`src/rtl/stopwatch_pkg.sv`:
```
// stopwatch_pkg
// Shared definitions for the stopwatch timer slice.
//   state_t      : FSM state encoding (IDLE / RUN / PAUSE)
//   ONES_MAX     : highest value of a units digit (seconds or minutes)
//   SEC_TENS_MAX : highest value of the seconds tens digit
//   MIN_TENS_MAX : highest value of the minutes tens digit
package stopwatch_pkg;

  typedef enum logic [1:0] {
    IDLE  = 2'd0,
    RUN   = 2'd1,
    PAUSE = 2'd2
  } state_t;

  localparam int ONES_MAX     = 9;
  localparam int SEC_TENS_MAX = 5;
  localparam int MIN_TENS_MAX = 5;

endpackage

```
`src/rtl/stopwatch_bcd_digit.sv`:
```
// bcd_digit
// One BCD digit of the stopwatch carry chain.
// Ports:
//   clk   : clock, all state on posedge
//   rst   : synchronous active-high reset, forces value to 0
//   clr   : synchronous clear, forces value to 0
//   inc   : advance this digit by one
//   value : current digit value (W bits)
//   carry : high when an increment rolls this digit back to 0
// Parameters:
//   W   : digit register width
//   MAX : last legal value before rollover
module bcd_digit
  import stopwatch_pkg::*;
#(
  parameter int W   = 4,
  parameter int MAX = ONES_MAX
) (
  input  logic         clk,
  input  logic         rst,
  input  logic         clr,
  input  logic         inc,
  output logic [W-1:0] value,
  output logic         carry
);

  localparam logic [W-1:0] MAX_V = W'(MAX);

  // Anything at or beyond MAX rolls over; this also recovers an illegal value
  // on the next increment instead of letting it run on.
  logic at_or_over;
  assign at_or_over = (value >= MAX_V);
  assign carry      = inc && at_or_over;

  always_ff @(posedge clk) begin
    if (rst || clr) begin
      value <= '0;
    end else if (inc) begin
      value <= at_or_over ? '0 : value + 1'b1;
    end
  end

endmodule

```
`src/rtl/stopwatch_timer.sv`:
```
// stopwatch_timer
// MM:SS stopwatch with run/pause control, lap freeze and rollover handling.
// Ports:
//   clk      : clock, all state on posedge
//   rst      : synchronous active-high reset
//   tick     : one-second count strobe, counted only while running
//   start    : enter or resume RUN
//   stop     : pause counting (beats start)
//   clear    : zero the count and return to IDLE (beats stop and start)
//   lap      : rising edge toggles the frozen display
//   sec_ones, sec_tens, min_ones, min_tens : displayed BCD digits
//   running  : high while in RUN
//   frozen   : high while the display shows the lap snapshot
//   wrap     : one-cycle pulse on 59:59 -> 00:00
// Parameters:
//   WRAP_EN  : 1 = wrap at 59:59, 0 = saturate at 59:59 and pause
module stopwatch_timer
  import stopwatch_pkg::*;
#(
  parameter bit WRAP_EN = 1'b1
) (
  input  logic       clk,
  input  logic       rst,
  input  logic       tick,
  input  logic       start,
  input  logic       stop,
  input  logic       clear,
  input  logic       lap,
  output logic [3:0] sec_ones,
  output logic [2:0] sec_tens,
  output logic [3:0] min_ones,
  output logic [2:0] min_tens,
  output logic       running,
  output logic       frozen,
  output logic       wrap
);

  state_t     state;
  logic       lap_q;
  logic [3:0] live_so, live_mo, snap_so, snap_mo;
  logic [2:0] live_st, live_mt, snap_st, snap_mt;
  logic       c_so, c_st, c_mo, c_mt;

  // A tick only counts in RUN, and a simultaneous clear or stop swallows it.
  logic count_en;
  assign count_en = (state == RUN) && tick && !clear && !stop;

  logic at_max;
  assign at_max = (live_so == 4'(ONES_MAX))     && (live_st == 3'(SEC_TENS_MAX)) &&
                  (live_mo == 4'(ONES_MAX))     && (live_mt == 3'(MIN_TENS_MAX));

  // In saturating mode the tick at 59:59 is absorbed and the FSM pauses.
  logic sat_hit;
  assign sat_hit = count_en && at_max && !WRAP_EN;

  logic inc_first;
  assign inc_first = count_en && !sat_hit;

  logic lap_rise;
  assign lap_rise = lap && !lap_q;

  bcd_digit #(.W(4), .MAX(ONES_MAX)) u_sec_ones (
    .clk(clk), .rst(rst), .clr(clear), .inc(inc_first), .value(live_so), .carry(c_so)
  );
  bcd_digit #(.W(3), .MAX(SEC_TENS_MAX)) u_sec_tens (
    .clk(clk), .rst(rst), .clr(clear), .inc(c_so), .value(live_st), .carry(c_st)
  );
  bcd_digit #(.W(4), .MAX(ONES_MAX)) u_min_ones (
    .clk(clk), .rst(rst), .clr(clear), .inc(c_st), .value(live_mo), .carry(c_mo)
  );
  bcd_digit #(.W(3), .MAX(MIN_TENS_MAX)) u_min_tens (
    .clk(clk), .rst(rst), .clr(clear), .inc(c_mo), .value(live_mt), .carry(c_mt)
  );

  // Control FSM plus lap handling. The top digit only carries out when the
  // whole count rolls 59:59 -> 00:00, so its carry registered is the wrap pulse.
  // The snapshot takes the count held in the digits at the lap edge, i.e. before
  // any tick landing on that same edge.
  always_ff @(posedge clk) begin
    if (rst) begin
      state   <= IDLE;
      running <= 1'b0;
      frozen  <= 1'b0;
      wrap    <= 1'b0;
      lap_q   <= 1'b0;
      snap_so <= '0;
      snap_st <= '0;
      snap_mo <= '0;
      snap_mt <= '0;
    end else begin
      wrap  <= c_mt;
      lap_q <= lap;

      if (clear) begin
        state   <= IDLE;
        running <= 1'b0;
      end else begin
        case (state)
          IDLE, PAUSE: begin
            if (!stop && start) begin
              state   <= RUN;
              running <= 1'b1;
            end
          end
          RUN: begin
            if (stop || sat_hit) begin
              state   <= PAUSE;
              running <= 1'b0;
            end
          end
          default: begin
            state   <= IDLE;
            running <= 1'b0;
          end
        endcase
      end

      if (clear) begin
        frozen <= 1'b0;
      end else if (lap_rise) begin
        frozen <= !frozen;
        if (!frozen) begin
          snap_so <= live_so;
          snap_st <= live_st;
          snap_mo <= live_mo;
          snap_mt <= live_mt;
        end
      end
    end
  end

  // Display select: snapshot while frozen, live count otherwise.
  assign sec_ones = frozen ? snap_so : live_so;
  assign sec_tens = frozen ? snap_st : live_st;
  assign min_ones = frozen ? snap_mo : live_mo;
  assign min_tens = frozen ? snap_mt : live_mt;

endmodule

```
`config.mk`:
```
export PLATFORM = sky130hd
export DESIGN_NAME = stopwatch_timer
export DESIGN_NICKNAME = d
export VERILOG_FILES = /design/src/rtl/stopwatch_pkg.sv /design/src/rtl/stopwatch_bcd_digit.sv /design/src/rtl/stopwatch_timer.sv
export SDC_FILE = /design/constraint.sdc
export NUM_CORES = 1
export LEC_CHECK = 0
export CORE_ASPECT_RATIO = 0.5
export CORE_UTILIZATION = 65
export DETAILED_ROUTE_END_ITERATION = 10
export DONT_BUFFER_PORTS = 1
export PLACE_DENSITY = 0.81
export SLEW_MARGIN = 20
export SYNTH_ARGS = -nofsm -noshare
export SYNTH_HDL_FRONTEND = slang
export SYNTH_SLANG_ARGS = --single-unit
```
`constraint.sdc`:
```
create_clock -name clk -period 3.45 [get_ports clk]
set_input_delay 0.8625 -clock clk [delete_from_list [all_inputs] [get_ports clk]]
set_output_delay 0.8625 -clock clk [all_outputs]
set_load 0.01 [all_outputs]
```
After elaboration in Yosys (flattened, before gate mapping) --
Cells that the tools add are included.
Storage, ports and cells: register bits after elaboration 34, bits of input ports 7, output and inout bits 17, logic and storage cells 59
Operators by class: $add $sub $neg 4, $lt $le $gt $ge 4, equality and inequality tests 4, multiplexer cells 14, bitwise operators 1, reduce and logical (&&, ||, !) cells 19
Operator list (count):
- $mux 4 | 4
- $mux 3 | 4
- $logic_and 1x1->1 | 9
- $add 4x1->4 const B | 2
- $ge 4x4->1 const B | 2
- $add 3x1->3 const B | 2
- $ge 3x3->1 const B | 2
- $logic_not 1->1 | 4
- $mux 2 | 2
- $ne 2x2->1 const B | 2
- $pmux 2 s2 | 1
- $reduce_and 2->1 | 2
- $reduce_or 2->1 | 2
- $eq 2x1->1 const B | 1
- $eq 2x2->1 const B | 1
- $logic_not 2->1 | 1
- $mux 1 | 2
- $pmux 1 s2 | 1
- $logic_or 1x1->1 | 1
- $not 1->1 | 1

Depth between registers and ports, before layout --
Gate-level depths: netlist of run 1.
word-level depth 8, depth in mapped cells 7, mapped depth without buffers 6

Cells and area by module --
Synthesis of run 1 repeated with hierarchy kept, for this count alone.
Unflattened totals: cell total of the unflattened synthesis 154, area total of the unflattened synthesis 1735.4 µm²
By module, submodules not included:
- stopwatch_timer | instances 1, cells an instance 70, area an instance 879.6 µm², sequential area each 380.4 µm²
- bcd_digit at u_min_ones ... | instances 2, cells an instance 27, area an instance 254.0 µm², sequential area each 80.1 µm²
- bcd_digit at u_min_tens ... | instances 2, cells an instance 15, area an instance 173.9 µm², sequential area each 60.1 µm²

Worst setup path before layout of run 1 --
No wires, ideal clock.
path kind input port to flip-flop, from input clear, to register u_min_tens.value[0], setup time 0.071 ns, arrival time 1.951 ns, required time 3.379 ns, path slack 1.429 ns, stages on the path 4, path buffers 0, path through nor4b_4 > nand4_2 > or4_1 > a21oi_1
Between the ends: word-level cells in the longest chain between the ends 6, elaborated cells between the ends (all ways) 7, classes of those cells reduce/logical: 7
Ends and longest elaborated chain:
- start, declared | line stopwatch_timer.sv:27 | input logic clear,
- $logic_not 1->1 | line stopwatch_timer.sv:46 | assign count_en = (state == RUN) && tick && !clear && !stop;
- $logic_and 1x1->1 (2 in a row) | line stopwatch_timer.sv:46
- $logic_and 1x1->1 (3 in a row) | line stopwatch_bcd_digit.sv:33 | assign carry = inc && at_or_over;
- end signal, assigned | line stopwatch_bcd_digit.sv:39 | value <= at_or_over ? '0 : value + 1'b1;
- end, declared | line stopwatch_bcd_digit.sv:23 | output logic [W-1:0] value,
Several ways; a longest one is shown, not always the timed one. A chain may end at the register's enable or synchronous reset.

Worst setup path in the final report of run 1 --
from register frozen, to output sec_tens[2]
Between the ends: word-level cells in the longest chain between the ends 1
Ends and longest elaborated chain:
- start, declared | line stopwatch_timer.sv:34 | output logic frozen,
- start signal, assigned | line stopwatch_timer.sv:121 | frozen <= !frozen;
- $mux 3
- end, declared | line stopwatch_timer.sv:30 | output logic [2:0] sec_tens,
Every way passes these cells.

==> impl_metrics.ini, run 1 <==
[status]
status = finished clean

[logic_synthesis]
syn_area_per_cell_sq_um = 9.124
synth.yosys.seq_area_share = 0.4033
yosys.area.top_type = dfxtp_1
yosysWarnings = 0
synth.area.top_cells = dfxtp_1, mux2i_1, ha_1, mux2_2, nor2_1
synth_edf_count = 0
synth.most_common_cell = dfxtp_1
synthTopCellsByCount = dfxtp_1, nor2_1, o21ai_0
yosysUniqueCellTypes = 37
netlist_area_sq_um = 1688
synth-main-ff-cell = dfxtp_1
syn_nets = 202
synth_top_area_share = 0.4033
async_flop_share = 0
syn_inst = 185
ys_seq_elements = 34

[detailed_routing]
routed.top_layer = met4
drtPass1Iterations = 5
first_iter_violations = 73
drc = 0
antenna_left = 0
met2_length_microns = 1607
routed_wl_microns = 3327
vias = 1300
post_drt_wl_per_cell_microns = 15.19
via_per_inst = 5.936
wl_met3_microns = 188
drt-met1-wl_microns = 1476

[timing]
fin_worst_skew_ns = 0.004742
worstMarginPinSlew_ns = 0.8504
fmax_mhz = 401.8
rsz0062_at_grt = no
timing.setup.tns_ns = 0
final_hold_viol_count = 0
final_max_slew_viol_count = 0
slew_headroom = 0.4323
setup_viol = 0
fin_crit_sh = 0.7214
holdWs_ns = 0.4941
period_minus_slack_ns = 2.489

[clocking]
clock_path_buffers = 2
postCtsSetupBuffers = 0
cts_tree = built
htreeDepth = 2
clk_latency_ns = 0.29
root_buffer = clkbuf_8
cts_resized = 0
cts-buffers-inserted = 5
clk_pin_slew_ns = 0.06
cts.sinks = 34
cts_hold_buf = 0

[die]
core_area_sq_um = 2327
rows = 12
start_util = 0.7253
die-area_sq_um = 2817
die_x_microns = 74.07
boundaryPins = 24
die_h_microns = 38.04

[power_and_ir_drop]
vdd_drop_max_mv = 0.2353
leakagePower_nw = 0.6636
p_per_area_nw_per_um2 = 405.7

[finish]
drive_gt1_frac = 0.1196
diodes = 0
layout-area-overhead-vs-synth_pct = 5.634
fin_nets = 200

[global_route]
grt_usage = 0.2818
grt_pass1_wl_microns = 5644
antenna_found_initial = 0
grt_pass1_vias = 1254
grt_max_degree = 23
grt-ovfl-total = 0

[placement]
dpl.hpwl_microns = 2386
gp_congestion = 0.8741
portBuffers = 0

[setup_path]
worst-path-buf-inv = 0
crit_arrival_ns = 1.63
cp_top_family = flip-flops
path_class = reg -> out
start_kind = flip-flop
critPathMaxStageDelay_ns = 0.88
crit_required_ns = 2.59
path_cells = mux2_2
cp-end-kind = output pin
crit_path_top_delay_cell = dfxtp_1
critPathMaxFanout = 22

[run]
max_cap_viol_count = 0

[min_path]
hp-class = reg -> reg
==> cells in the final DEF, fill, tap and decap left out, types with 2 or more instances in the layout <==
master | synthesis | layout
nor3_1 | 2 | 2
or3_1 | 2 | 2
nand3_1 | 2 | 2
mux2_2 | 8 | 8
a21oi_1 | 12 | 12
nor2_1 | 23 | 23
nand2_1 | 9 | 9
ha_1 | 10 | 10
or2_2 | 3 | 3
mux2i_1 | 15 | 15
or4_1 | 3 | 3
o21ai_0 | 16 | 16
nand2b_1 | 2 | 2
clkbuf_8 | 0 | 6
a211oi_1 | 2 | 2
dfxtp_1 | 34 | 34
o31a_1 | 2 | 2
o31ai_1 | 2 | 2
inv_1 | 11 | 11
nor2b_1 | 2 | 2
xnor2_1 | 2 | 2
==> cell type report <==
cell class	count	area, sq um
Sequential cell	34	680.7
Clock inverter	1	5.005
Clock buffer	7	86.33
Multi-Input combinational cell	131	925.9
Tap cell	35	43.79
Fill cell	166	544.3
Inverter	11	41.29
==> cell families after synthesis <==
| group | share of synthesized area |
|---|---|
| xor gates and xnor gates | 0.01038 |
| DFF | 0.4033 |
| buffers and inverters | 0.04819 |
| adders and majority gates | 0.07413 |
| muxes | 0.1423 |
| and+or+nand+nor | 0.1853 |
| AOI/OAI and AO/OA | 0.1364 |
==> state kept, by name, summed over array words and instances, names as in the netlist <==
signal and count:
u_sec_ones.value 4, u_min_tens.value 3, lap_q 1, frozen 1, snap_st 3, state 2
u_sec_tens.value 3, wrap 1, running 1, snap_mo 4, snap_mt 3, snap_so 4
u_min_ones.value 4
==> through the flow <==
stage	std cells	power [mW]	setup WS [ns]	utilization	cell area (sq um)
after global placement	211	0.4305	1.221	0.7269	1692
after detailed placement	211	0.4320	1.131	0.7269	1692
final	219	0.7233	0.9612	0.7661	1783
after CTS	219	0.7288	0.9542	0.7661	1783
after floorplan	185	0.4303	1.429	-	1688
after global routing	219	0.7490	0.8322	0.7661	1783
==> final timing paths <==
check	startpoint	to	slack, ns	cells past startpoint
worst max-delay path	frozen	sec_tens[2]	0.96	1
worst min-delay path	snap_mt[2]	snap_mt[2]	0.49	2
worst max register to register	u_sec_ones.value[0]	u_min_tens.value[1]	1.37	6
worst min register to register	snap_mt[2]	snap_mt[2]	0.49	2
==> layer usage <==
layer	vias to the layer above	global-route usage
met2	36	0.4795
met1	613	0.3393
met4	0	0.1250
met3	9	0.07895
met5	-	0
li1	642	-
==> report_power, final <==
| part | internal [mW] | switching, mW |
|---|---|---|
| sequential | 0.395 | 0.00560 |
| clock | 0.161 | 0.139 |
| combinational | 0.0109 | 0.0122 |
No activity file was read; power rests on OpenSTA's default activity.
==> run 2: changes to the inputs <==
--- a/config.mk
+++ b/config.mk
@@ -6,10 +6,10 @@
 export NUM_CORES = 1
 export LEC_CHECK = 0
 export CORE_ASPECT_RATIO = 0.5
-export CORE_UTILIZATION = 65
+export CORE_UTILIZATION = 62
 export DETAILED_ROUTE_END_ITERATION = 10
 export DONT_BUFFER_PORTS = 1
-export PLACE_DENSITY = 0.81
+export PLACE_DENSITY = 0.78
 export SLEW_MARGIN = 20
 export SYNTH_ARGS = -nofsm -noshare
 export SYNTH_HDL_FRONTEND = slang
==> constraint.sdc (replaced) <==
create_clock -name clk -period 2.5 [get_ports clk]
set_input_delay 0.625 -clock clk [delete_from_list [all_inputs] [get_ports clk]]
set_output_delay 0.625 -clock clk [all_outputs]
set_load 0.01 [all_outputs]
==> impl_metrics.ini, run 2 (same netlist as run 1, synthesis figures left out) <==
[timing]
fin_worst_skew_ns = 0.006274
period_minus_slack_ns = 2.056
fmax_mhz = 486.4
rsz0062_at_grt = no
final_max_slew_viol_count = 0
timing.setup.tns_ns = 0
slew_headroom = 0.5462
final_hold_viol_count = 0
worstMarginPinSlew_ns = 0.6700
setup_viol = 0
fin_crit_sh = 0.8224
holdWs_ns = 0.4087

[clocking]
cts_hold_buf = 0
clk_latency_ns = 0.28
cts.sinks = 34
htreeDepth = 2
clock_path_buffers = 2
cts_tree = built
cts_resized = 0
postCtsSetupBuffers = 0
cts-buffers-inserted = 5
clk_pin_slew_ns = 0.07
root_buffer = clkbuf_8

[detailed_routing]
routed_wl_microns = 3235
vias = 1281
drc = 0
antenna_left = 0
post_drt_wl_per_cell_microns = 14.51
via_per_inst = 5.744
drtPass1Iterations = 4
first_iter_violations = 68

[status]
status = finished clean

[finish]
final_cell_area_sq_um = 1813
diodes = 0
layout_common_cells = dfxtp_1, nor2_1, o21ai_0
final_common_cell = dfxtp_1
drive_gt1_frac = 0.1383
fin_nets = 204
layout-area-overhead-vs-synth_pct = 7.413
fin_util = 0.7594

[global_route]
grt-ovfl-total = 0
grt_pass1_vias = 1218
grt_usage = 0.2660
grt_pass1_wl_microns = 5416
antenna_found_initial = 0
grt_max_degree = 19

[setup_path]
crit_required_ns = 2.71
crit_arrival_ns = 2.27
path_class = reg -> reg
critPathMaxFanout = 16
timing.rr.start = u_sec_ones.value[0]
cp-end-kind = flip-flop
start_kind = flip-flop
crit_start = u_sec_ones.value[0]

[min_path]
hp-class = in -> reg
min-delay-start = rst

[power_and_ir_drop]
leakagePower_nw = 0.6848
power_mw = 0.9964
p_per_area_nw_per_um2 = 549.6
vdd_drop_max_mv = 0.3588

[die]
die_h_microns = 38.90
die_x_microns = 75.79
rows = 12
boundaryPins = 24
die-area_sq_um = 2948
start_util = 0.7070
core_area_sq_um = 2387

[placement]
portBuffers = 0
gp_congestion = 0.8533
dpl.hpwl_microns = 2368
post_dp_cell_area_sq_um = 1722

[run]
max_cap_viol_count = 0
==> run 2: final timing paths <==
kind | to | slack [ns] | depth (start not counted)
setup / recovery | u_min_tens.value[1] | 0.44 | 6
setup reg to reg | u_min_tens.value[1] | 0.44 | 6
hold reg to reg | snap_mo[2] | 0.49 | 2
hold / removal | snap_so[0] | 0.41 | 1
==> run 2: power breakdown <==
part           switching, mW  total, mW  internal [mW]
sequential           0.00252      0.547          0.544
clock                  0.186      0.408          0.222
combinational         0.0230     0.0412         0.0182
==> run 2: critical path, cell delays in order, from the launching register on <==
cell	delay (ns)
dfxtp_1	0.39
inv_1	0.10
ha_1	0.19
or3b_2	0.23
nand4_2	0.30
or4_1	0.60
a21oi_1	0.16
==> run 2: stage by stage <==
step	std cells	setup WS, ns
after floorplan	185	0.7163
after global placement	215	0.4788
after detailed placement	215	0.4154
after CTS	223	0.4382
after global routing	223	0.2621
final	223	0.4439
==> run 2: routing by layer <==
layer  vias to the layer above  GRT usage  wire length (microns)
li1                        649          -                      -
met1                       592     0.3117                   1568
met2                        33     0.4535                   1448
met3                         7    0.08854                    173
met4                         0     0.1111                     45
met5                         -          0                      0
==> run 2: layout make-up <==
cell class,instances,area [sq um]
Clock inverter,1,5.005
Multi-Input combinational cell,131,925.9
Sequential cell,34,680.7
Tap cell,35,43.79
Fill cell,180,574.3
Clock buffer,7,86.33
Inverter,11,41.29
Timing Repair Buffer,4,30.03
==> run 3: changes to the inputs <==
==> constraint.sdc (replaced) <==
create_clock -name clk -period 1.9 [get_ports clk]
set_input_delay 0.475 -clock clk [delete_from_list [all_inputs] [get_ports clk]]
set_output_delay 0.475 -clock clk [all_outputs]
set_load 0.01 [all_outputs]
==> impl_metrics.ini, run 3 (same netlist as run 1, synthesis figures left out) <==
[global_route]
grt-ovfl-total = 0
grt_pass1_wl_microns = 5464
grt_pass1_vias = 1211
grt_max_degree = 22
antenna_found_initial = 0
grt_usage = 0.2691

[timing]
final_max_slew_viol_count = 0
fin_worst_skew_ns = 0.002526
worstMarginPinSlew_ns = 0.5109
period_minus_slack_ns = 1.817
timing.setup.tns_ns = 0
final_hold_viol_count = 0
setup_viol = 0
fin_crit_sh = 0.9561
rsz0062_at_grt = no
fin_ws_ns = 0.08344
fmax_mhz = 550.5
slew_headroom = 0.6565

[setup_path]
crit_required_ns = 2.11
path_class = reg -> reg
critPathMaxStageDelay_ns = 0.36
start_kind = flip-flop
crit_arrival_ns = 2.03
crit_path_top_delay_cell = dfxtp_2
path_cells = inv_1, ha_1, or3b_2, nand4_4, buf_6, or3_1, a21oi_1
cp-end-kind = flip-flop
critPathMaxFanout = 9

[clocking]
root_buffer = clkbuf_8
clk_pin_slew_ns = 0.06
cts_hold_buf = 0
clock_path_buffers = 2
cts_tree = built
cts.sinks = 34
clk_latency_ns = 0.28
cts-buffers-inserted = 5
htreeDepth = 2

[power_and_ir_drop]
vdd_drop_max_mv = 0.5146
power_mw = 1.290
p_per_area_nw_per_um2 = 691.7
leakagePower_nw = 0.6972

[die]
die_h_microns = 38.90
core_area_sq_um = 2387
start_util = 0.7070
die-area_sq_um = 2948
rows = 12
die_x_microns = 75.79
boundaryPins = 24

[detailed_routing]
vias = 1302
drtPass1Iterations = 4
routed_wl_microns = 3480
first_iter_violations = 133
post_drt_wl_per_cell_microns = 15.54
antenna_left = 0
drc = 0
via_per_inst = 5.813

[placement]
dpl.hpwl_microns = 2490
post-place-ws_ns = 0.005503
gp_congestion = 0.8860
portBuffers = 0

[status]
status = finished clean

[finish]
drive_gt1_frac = 0.1640
final_common_cell = dfxtp_1
layout-area-overhead-vs-synth_pct = 10.53
layout_common_cells = dfxtp_1, nor2_1, o21ai_0
fin_nets = 207
diodes = 0

[run]
max_cap_viol_count = 0

[min_path]
hp-class = in -> reg
-- run 3: cell count changes in the layout (fill, tap and decap cells not counted), sizes merged --
cell,before,now
clkbuf,7,6
buf,4,7
clkinv,1,0
-- run 3: power breakdown --
group | internal (mW) | total (mW) | switching, mW
registers | 0.717 | 0.721 | 0.00397
clock network | 0.279 | 0.515 | 0.236
logic | 0.0256 | 0.0551 | 0.0296
-- run 3: worst paths after layout --
check | start | endpoint | slack, ns | cells past startpoint
worst max-delay path | u_sec_ones.value[0] | u_sec_tens.value[1] | 0.08 | 7
worst min-delay path | rst | lap_q | 0.27 | 1
worst max register to register | u_sec_ones.value[0] | u_sec_tens.value[1] | 0.08 | 7
worst min register to register | snap_mo[2] | snap_mo[2] | 0.49 | 2
-- run 3: final cells by class --
cell class	count	area [sq um]
flip-flops and latches	34	681.9
well taps	35	43.79
fillers	166	521.8
repair buffers	7	68.82
multi-input cells	131	947.2
clock buffers	6	82.58
inverters	11	41.29
-- run 3: critical path: cells and delay by family (launching register included) --
kind                       cells  cell delay, ns
and+or+nand+nor                3            0.81
AOI/OAI and AO/OA              1            0.16
DFF                            1            0.36
adders and majority gates      1            0.18
buffers and inverters          2            0.25
-- run 3: what timing repair did --
action / CTS / global route
buffers inserted: 0 / 0
setup endpoints to repair: 1 / 11
resized for setup: 1 / 4
-- run 3: metrics by stage --
step / instances / hold WS (ns) / util / instance area [sq um]
2_1_floorplan: 185 / 0.4544 / - / 1688
3_3_place_gp: 218 / 0.4662 / 0.7358 / 1757
3_5_place_dp: 218 / 0.4808 / 0.7358 / 1757
4_1_cts: 224 / 0.2572 / 0.7741 / 1848
5_1_grt: 224 / 0.2482 / 0.7814 / 1866
6_report: 224 / 0.2653 / 0.7814 / 1866
-- run 3: metal layers --
| metal | vias up | global-route usage | share of wire |
|---|---|---|---|
| met5 | - | 0 | 0 |
| met4 | 0 | 0.1111 | 0.014 |
| met3 | 6 | 0.07813 | 0.047 |
| met2 | 33 | 0.4469 | 0.46 |
| met1 | 609 | 0.3312 | 0.48 |
| li1 | 654 | - | - |
